<file path="config.mk">
export PLATFORM = sky130hd
export DESIGN_NAME = conv_image_loader_flat
export DESIGN_NICKNAME = d
export VERILOG_FILES = /design/src/rtl/conv_image_loader_if.sv /design/src/rtl/conv_image_loader.sv /design/src/flat_wrapper.sv
export SDC_FILE = /design/constraint.sdc
export NUM_CORES = 1
export LEC_CHECK = 0
export ABC_CLOCK_PERIOD_IN_PS = 3600
export CAP_MARGIN = 20
export CORE_AREA = 10 10 308 310
export DETAILED_ROUTE_END_ITERATION = 7
export DIE_AREA = 0 0 318 320
export GPL_ROUTABILITY_DRIVEN = 0
export PLACE_DENSITY = 0.65
export SLEW_MARGIN = 20
export SYNTH_ARGS = -nofsm -noshare
export SYNTH_HDL_FRONTEND = slang
export SYNTH_SLANG_ARGS = --single-unit
</file>
<file path="constraint.sdc">
create_clock -name clk -period 3.6 [get_ports clk]
set_input_delay 1.08 -clock clk [delete_from_list [all_inputs] [get_ports clk]]
set_output_delay 1.08 -clock clk [all_outputs]
set_load 0.02 [all_outputs]
</file>
<file path="src/rtl/conv_image_loader_if.sv">
// conv_image_loader_if: groups the pixel-stream input, threshold and the
// image-output handshake of conv_image_loader.
//   slave  : the loader side (consumes pixels, produces the image)
//   master : the environment side (produces pixels, consumes the image)
interface conv_image_loader_if #(
  parameter int PIX_W   = 8,
  parameter int IMG_DIM = 28
);
  logic                                  pix_valid;
  logic                                  pix_ready;
  logic [PIX_W-1:0]                      pix_data;
  logic                                  pix_last;
  logic [PIX_W-1:0]                      threshold;
  logic                                  img_valid;
  logic                                  img_ready;
  logic [0:IMG_DIM-1][0:IMG_DIM-1]       image;
  logic                                  frame_err;

  modport slave (
    input  pix_valid, pix_data, pix_last, threshold, img_ready,
    output pix_ready, img_valid, image, frame_err
  );

  modport master (
    output pix_valid, pix_data, pix_last, threshold, img_ready,
    input  pix_ready, img_valid, image, frame_err
  );
endinterface

</file>
<file path="src/rtl/conv_image_loader.sv">
// conv_image_loader: binarizes a raster-order 8-bit pixel stream against a
// per-frame threshold and assembles an IMG_DIM x IMG_DIM single-bit image,
// presented with a valid/ready handshake and held stable until accepted.
// Optional feature macro: CONV_IMG_DOUBLE_BUF_EN (ping-pong image banks so
// the next frame can fill while the previous one is held).
module conv_image_loader #(
  parameter int PIX_W   = 8,
  parameter int IMG_DIM = 28
) (
  input  logic                 clk,
  input  logic                 rst_n,
  conv_image_loader_if.slave   bus
);
  localparam int            CW   = $clog2(IMG_DIM);
  localparam logic [CW-1:0] LAST = CW'(IMG_DIM - 1);

  typedef logic [0:IMG_DIM-1][0:IMG_DIM-1] img_t;

  logic [CW-1:0]    row_q, row_d;
  logic [CW-1:0]    col_q, col_d;
  logic [PIX_W-1:0] thr_q, thr_d;
  logic             pix_ready_q, pix_ready_d;
  logic             img_valid_q, img_valid_d;
  logic             frame_err_q, frame_err_d;

  logic             xfer;
  logic             handoff;
  logic             first_pos;
  logic             last_pos;
  logic             pix_bit;
  logic             wr_en;
  logic             frame_done;

  assign xfer      = bus.pix_valid && pix_ready_q;
  assign handoff   = img_valid_q && bus.img_ready;
  assign first_pos = (row_q == '0) && (col_q == '0);
  assign last_pos  = (row_q == LAST) && (col_q == LAST);
  // The first pixel of a frame is compared against the live threshold,
  // which is the same value being latched for the rest of the frame.
  assign pix_bit   = bus.pix_data >= (first_pos ? bus.threshold : thr_q);

  // Raster position, threshold latch and framing-error detection
  always_comb begin
    row_d       = row_q;
    col_d       = col_q;
    thr_d       = thr_q;
    frame_err_d = 1'b0;
    wr_en       = 1'b0;
    frame_done  = 1'b0;
    if (xfer) begin
      if (first_pos) begin
        thr_d = bus.threshold;
      end
      if (last_pos) begin
        // Final position always completes the frame; a missing pix_last is
        // only reported.
        wr_en       = 1'b1;
        frame_done  = 1'b1;
        row_d       = '0;
        col_d       = '0;
        frame_err_d = !bus.pix_last;
      end else if (bus.pix_last) begin
        // Early end of frame: drop this pixel and restart the frame.
        row_d       = '0;
        col_d       = '0;
        frame_err_d = 1'b1;
      end else begin
        wr_en = 1'b1;
        if (col_q == LAST) begin
          col_d = '0;
          row_d = row_q + 1'b1;
        end else begin
          col_d = col_q + 1'b1;
        end
      end
    end
  end

  // Shared registers: counters, latched threshold, handshake outputs
  always_ff @(posedge clk or negedge rst_n) begin
    if (!rst_n) begin
      row_q       <= '0;
      col_q       <= '0;
      thr_q       <= '0;
      pix_ready_q <= 1'b1;
      img_valid_q <= 1'b0;
      frame_err_q <= 1'b0;
    end else begin
      row_q       <= row_d;
      col_q       <= col_d;
      thr_q       <= thr_d;
      pix_ready_q <= pix_ready_d;
      img_valid_q <= img_valid_d;
      frame_err_q <= frame_err_d;
    end
  end

  assign bus.pix_ready = pix_ready_q;
  assign bus.img_valid = img_valid_q;
  assign bus.frame_err = frame_err_q;

`ifdef CONV_IMG_DOUBLE_BUF_EN

  logic [1:0][0:IMG_DIM-1][0:IMG_DIM-1] bank_q, bank_d;
  logic [1:0]                           full_q, full_d;
  logic                                 wr_bank_q, wr_bank_d;
  logic                                 rd_bank_q, rd_bank_d;

  // Ping-pong bank bookkeeping: fill into wr_bank, present rd_bank.
  // Completion and handoff always touch different banks, because a bank
  // can only be held while the other one is the one filling.
  always_comb begin
    bank_d    = bank_q;
    full_d    = full_q;
    wr_bank_d = wr_bank_q;
    rd_bank_d = rd_bank_q;
    if (wr_en) begin
      bank_d[wr_bank_q][row_q][col_q] = pix_bit;
    end
    if (frame_done) begin
      full_d[wr_bank_q] = 1'b1;
      wr_bank_d         = ~wr_bank_q;
    end
    if (handoff) begin
      full_d[rd_bank_q] = 1'b0;
      rd_bank_d         = ~rd_bank_q;
    end
    img_valid_d = full_d[rd_bank_d];
    pix_ready_d = !full_d[wr_bank_d];
  end

  // Bank storage and pointers
  always_ff @(posedge clk or negedge rst_n) begin
    if (!rst_n) begin
      bank_q    <= '0;
      full_q    <= '0;
      wr_bank_q <= 1'b0;
      rd_bank_q <= 1'b0;
    end else begin
      bank_q    <= bank_d;
      full_q    <= full_d;
      wr_bank_q <= wr_bank_d;
      rd_bank_q <= rd_bank_d;
    end
  end

  assign bus.image = bank_q[rd_bank_q];

`else

  typedef enum logic {FILL, HOLD} state_t;

  state_t state_q, state_d;
  img_t   image_q, image_d;

  // FILL/HOLD sequencing and in-place image update
  always_comb begin
    state_d = state_q;
    image_d = image_q;
    case (state_q)
      FILL: if (frame_done) state_d = HOLD;
      HOLD: if (handoff)    state_d = FILL;
      default:              state_d = FILL;
    endcase
    if (wr_en) begin
      image_d[row_q][col_q] = pix_bit;
    end
    pix_ready_d = (state_d == FILL);
    img_valid_d = (state_d == HOLD);
  end

  // State and image registers
  always_ff @(posedge clk or negedge rst_n) begin
    if (!rst_n) begin
      state_q <= FILL;
      image_q <= '0;
    end else begin
      state_q <= state_d;
      image_q <= image_d;
    end
  end

  assign bus.image = image_q;

`endif

endmodule

</file>
<file path="src/flat_wrapper.sv">
// flat-port wrapper written by rule: the top's interface ports become plain ports
module conv_image_loader_flat 
#(
  parameter int PIX_W   = 8,
  parameter int IMG_DIM = 28
)
  (clk, rst_n, bus_pix_valid, bus_pix_data, bus_pix_last, bus_threshold, bus_img_ready, bus_pix_ready, bus_img_valid, bus_image, bus_frame_err);
  conv_image_loader_if #(.PIX_W(PIX_W), .IMG_DIM(IMG_DIM)) bus_i ();
  input  logic clk;
  input  logic rst_n;
  input wire logic [$bits(bus_i.pix_valid)-1:0] bus_pix_valid;
  input wire logic [$bits(bus_i.pix_data)-1:0] bus_pix_data;
  input wire logic [$bits(bus_i.pix_last)-1:0] bus_pix_last;
  input wire logic [$bits(bus_i.threshold)-1:0] bus_threshold;
  input wire logic [$bits(bus_i.img_ready)-1:0] bus_img_ready;
  output wire logic [$bits(bus_i.pix_ready)-1:0] bus_pix_ready;
  output wire logic [$bits(bus_i.img_valid)-1:0] bus_img_valid;
  output wire logic [$bits(bus_i.image)-1:0] bus_image;
  output wire logic [$bits(bus_i.frame_err)-1:0] bus_frame_err;
  assign bus_i.pix_valid = bus_pix_valid;
  assign bus_i.pix_data = bus_pix_data;
  assign bus_i.pix_last = bus_pix_last;
  assign bus_i.threshold = bus_threshold;
  assign bus_i.img_ready = bus_img_ready;
  assign bus_pix_ready = bus_i.pix_ready;
  assign bus_img_valid = bus_i.img_valid;
  assign bus_image = bus_i.image;
  assign bus_frame_err = bus_i.frame_err;
  conv_image_loader #(.PIX_W(PIX_W), .IMG_DIM(IMG_DIM)) u_core (.clk(clk), .rst_n(rst_n), .bus(bus_i));
endmodule
</file>
== Word level (Yosys, flattened, before mapping) ==
Index checks and enable logic that the tools add are counted.

* Add/subtract/negate cells: 2
* $lt $le $gt $ge: 5
* Eq/ne operators: 2
* Mux-type cells: 23
* Bitwise gates (word level): 4
* Reductions and logical operators: 11

{| class="wikitable"
|+ Operators by type and width
! cell !! number
|-
| bitwise mux 784 bit || 1
|-
| demux 28 bit (select 5 bit) || 1
|-
| 2-to-1 mux 5 bit || 6
|-
| 2-to-1 mux 28 bit || 1
|-
| greater-or-equal comparator 6 bit, second input constant || 2
|-
| < comparator 6 x 1 -> 1 bit, second input constant || 2
|-
| NOT 5 -> 6 bit || 2
|-
| 2-to-1 mux 1 bit || 11
|-
| adder 5 x 1 -> 5 bit, second input constant || 2
|-
| == test 5 bit, second input constant || 2
|-
| logical NOT 5 bit || 2
|-
| greater-or-equal comparator 8 bit || 1
|-
| 2-to-1 mux 8 bit || 1
|-
| logical AND 1 bit || 6
|-
| demux 1 bit (select 5 bit) || 1
|-
| nonzero test 3 bit || 1
|-
| NOT 1 bit || 2
|-
| case mux 1 bit (2 select lines) || 1
|-
| AND reduction 2 bit || 1
|-
| logical NOT 1 bit || 1
|}

* Flip-flop bits (word level): 805
* Bits of input ports: 21
* Output and inout port bits: 787
* Logic and storage cells: 81

== Depth between registers and ports, before layout ==
* Word-level depth: 8
* Gate-level depth with buffers: 14
* Gate-level depth less buffers: 11

== Worst setup path after synthesis ==
OpenSTA, ideal clock, no wires.

* Path kind: register to register
* Start point: register u_core.row_q[3]
* End point: register u_core.image_q, in the netlist u_core.bus.image[140]
* Setup time: 0.148 ns
* Arrival: 2.855 ns
* Required time: 3.452 ns
* Path slack: 0.597 ns
* Cell stages (with the launch flop): 14
* Path buffers: 4
* Period minus slack after synthesis: 3.003 ns
* Path through: dfrtp_1 -> or2_1 -> buf_2 -> nor2_4 -> nand3_2 -> mux2_2 -> ha_1 -> and3_1 -> o21ai_0 -> a311o_1 -> buf_2 -> clkbuf_1 -> buf_2 -> a41oi_1

* Longest elaborated chain between the ends: 6
* Elaborated cells on any way between the ends: 15
* Those cells by class: order compare: 3; eq/ne: 1; mux: 6; bitwise: 1; reduce/logical: 4

{| class="wikitable"
|+ RTL lines
! element !! line !! RTL
|-
| start, declared || conv_image_loader.sv:19 || <nowiki>logic [CW-1:0] row_q, row_d;</nowiki>
|-
| start signal, assigned || conv_image_loader.sv:89 || <nowiki>row_q <= row_d;</nowiki>
|-
| NOT 5 -> 6 bit (implied by the code) || conv_image_loader.sv:166 || <nowiki>image_d[row_q][col_q] = pix_bit;</nowiki>
|-
| greater-or-equal comparator 6 bit (implied by the code) or < comparator 6 x 1 -> 1 bit (tied branches) || conv_image_loader.sv:166 ||
|-
| logical AND 1 bit (implied by the code) || conv_image_loader.sv:166 ||
|-
| 2-to-1 mux 28 bit (implied by the code) || conv_image_loader.sv:166 ||
|-
| demux 28 bit (select 5 bit) || conv_image_loader.sv:166 ||
|-
| bitwise mux 784 bit || conv_image_loader.sv:166 ||
|-
| end signal, assigned || conv_image_loader.sv:179 || <nowiki>image_q <= image_d;</nowiki>
|-
| end, declared || conv_image_loader.sv:154 || <nowiki>img_t image_q, image_d;</nowiki>
|}

Parallel ways exist; a longest one is shown, timed or not.
A chain may end at the register's enable or synchronous reset.

== Worst setup path after layout ==
* Start point: register u_core.row_q[0]
* End point: register u_core.image_q, in the netlist u_core.bus.image[443]

The elaborated chain is that of the path after synthesis.

==> impl_metrics.ini <==
[clocking]
cts_max_path_buffers = 3
cts_setup_buffers = 0
cts_tree = yes
cts.sinks = 805
cts_root_buf = clkbuf_16
insertion_delay_ps = 660
cts_buffers = 86
h-tree-depth = 3
path_clk_slew_ps = 60

[yosys]
ys.flop_type = dfrtp_1
synth_edf_count = 0
netlist-cell-type-count = 44
ys_top_cells_by_area = dfrtp_1, a41oi_1, a21oi_1
yosys.area.top_type = dfrtp_1
syn_area_um2 = 34600
synthCells = 3071
yosysSeqAreaShare_pct = 58.2
synth_nets = 3109
syn_area_per_cell_um2 = 11.3
synth_top_area_share_pct = 58.2
yosys_warnings = 0
async_flop_share_pct = 100
synth.most_common_cell = dfrtp_1
synthTopCellsByCount = dfrtp_1, a21oi_1, a41oi_1
synth_seq_cells = 805

[setup_path]
critPathMaxFanout = 44
required_ps = 4070
critPathSlowestCell = dfrtp_1
worstSetupStartpoint = u_core.row_q[0]
arrival_ps = 3780
startpoint_type = flip-flop
path_delay_family = simple AND/OR/NAND/NOR gates
path_buf_inv = 3
r2r-start = u_core.row_q[0]
path_cells = inv_1 -> ha_1 -> nand2b_1 -> nor2_4 -> nand3_4 -> mux2_2 -> ha_1 -> and3_1 -> o21ai_0 -> a311o_2 -> buf_12 -> buf_12 -> a41oi_1
slowest_delay_ps = 440
crit_type = reg2reg
critPathCaptureType = flip-flop

[pwr]
switching_power_mw = 8.07
pwr-share-clk_pct = 38.2
peakVddDrop_uv = 407
leakagePower_nw = 19.2
p_sw_share_pct = 33.3
comb_power_share_pct = 22.9
pwr-share-seq_pct = 39.0
power_density_nw_per_um2 = 510
intPower_mw = 16.2

[placed_design]
dpl.hpwl_mm = 97.0
placedCellCount = 4713
portBuffers = 807

[sta]
finalHoldViolCount = 0
fin_crit_sh_pct = 91.8
worst_pin_slew_ps = 844
clock.fmax_mhz = 303
grt_setup_unrepaired = no
setup_tns_ps = 0
finClkSkew_ps = 49.8
slew_headroom_pct = 43.7
setup_viol = 0
post-route-min-period_ps = 3300
slew_violations = 0

[floorplan]
die_w_um = 318
die_area_um2 = 102000
dieHeight_um = 320
initial_core_util_pct = 39.2
num_rows = 109
core_um2 = 88200
ioPinCount = 808

[cells_and_area]
multi_input_area_um2 = 12400
fin_nets = 3674
fillers = 7506
instances_no_fill = 4868
drive_above_1_share_pct = 10.9
flow.area_growth_from_synthesis_pct = 37.2
seqCellArea_um2 = 20100

[global_route]
grt_use_met1_pct = 35.9
top_usage_layer = met2
grt-ovfl-total = 0
grt_pass1_wl_mm = 214
grt_max_degree = 96
grt.met2_usage_pct = 42.8
gr-usage-met3_pct = 6.51
antenna_found_initial = 3
grt_usage_pct = 27.4
grt_pass1_vias = 30100

[job]
maxCapViolCount = 0

[routing]
drtPass1Iterations = 6
routed_wl_mm = 147
drtIter0Drc = 4002
wl_per_cell_um = 30.2
drc = 0
vias = 31200
drt.antenna.violating_nets = 0
vias_per_cell = 6.41

[outcome]
status = finished clean

[min_path]
holdCritPathClass = in2async
[layout make-up]
type                       count  share of cell area, %
sequential                   805                   42.4
multi-input combinational   1740                   26.0
timing repair buffer         995                   22.2
clock buffer                 127                   5.39
tap                         1165                   3.07
clock inverter                26                  0.830
inverter                       8                 0.0633
antenna                        2                 0.0105
[metal layers]
metal / vias to the layer above / share of wire [%]
met5: - / 0
met4: 0 / 4.5
met3: 278 / 8.3
met2: 1726 / 47
met1: 15900 / 41
li1: 13300 / -
[worst reg2reg max path, cell delays in order, from the launching register on]
cell	delay, ps
dfrtp_1	440
inv_1	110
ha_1	170
nand2b_1	110
nor2_4	160
nand3_4	210
mux2_2	350
ha_1	270
and3_1	140
o21ai_0	180
a311o_2	280
buf_12	240
buf_12	330
a41oi_1	150
[sequential cells by signal (all words and copies together), names as in the netlist]
signal,count
u_core.bus.image,784
u_core.thr_q,8
u_core.col_q,5
u_core.row_q,5
u_core.bus.frame_err,1
u_core.bus.img_valid,1
u_core.bus.pix_ready,1
[per-stage QoR]
step	total power, mW	instance area [um2]	util (%)	worst slack [ps]	hold slack [ps]
after CTS	24.3	47500	53.8	209	343
after global placement	15.1	44500	50.4	44.2	487
after floorplan	12.8	34600	-	597	474
final	24.2	47500	53.8	297	345
after detailed placement	15.1	44500	50.4	86.3	494
after global routing	25.1	47500	53.8	125	350
[final timing paths]
check	end	slack (ps)	cells past startpoint
worst max-delay path	u_core.bus.image[443]	300	13
max in group asynchronous	u_core.bus.image[622]	2250	3
worst max register to register	u_core.bus.image[443]	300	13
worst min register to register	u_core.thr_q[6]	510	1
worst min-delay path	u_core.bus.image[463]	350	1
min in group clk	u_core.thr_q[6]	510	1
[power by group through the flow]
stage                     sequential [mW]  combinational, mW  clock, mW
final                                9.44               5.54       9.24
after CTS                            9.44               5.47       9.37
after floorplan                      9.79               2.97          0
after global placement               9.59               5.50          0
after global routing                 9.46               5.92       9.74
after detailed placement             9.59               5.46          0
[placed cells by master (no fill, tap or decap), drive strengths merged, types with 4 or more instances in the layout]
cell type / count
dfrtp: 804
inv: 9
clkdlybuf4s50: 806
clkinv: 17
a41oi: 783
ha: 17
nand4b: 4
buf: 189
a21oi: 788
nand3: 7
nand2b: 7
bufinv: 6
o21ai: 10
clkbuf: 127
mux2i: 8
nor2: 61
nand2: 16
mux2: 10
[what timing repair did]
item                       in CTS  in global routing
hold buffers                    0                  0
resized for setup               0                  1
setup endpoints to repair       0                  3
[cell families after synthesis]
logic type / Yosys count / synth area share [%]
AO/OA/AOI/OAI: 1591 / 31.6
AND/OR/NAND/NOR: 114 / 1.74
adder cells (fa/ha/maj): 17 / 0.615
buffers and inverters: 526 / 7.26
flip-flops: 805 / 58.2
multiplexers: 18 / 0.557
Note: power is estimated with default switching activity, not from simulation.
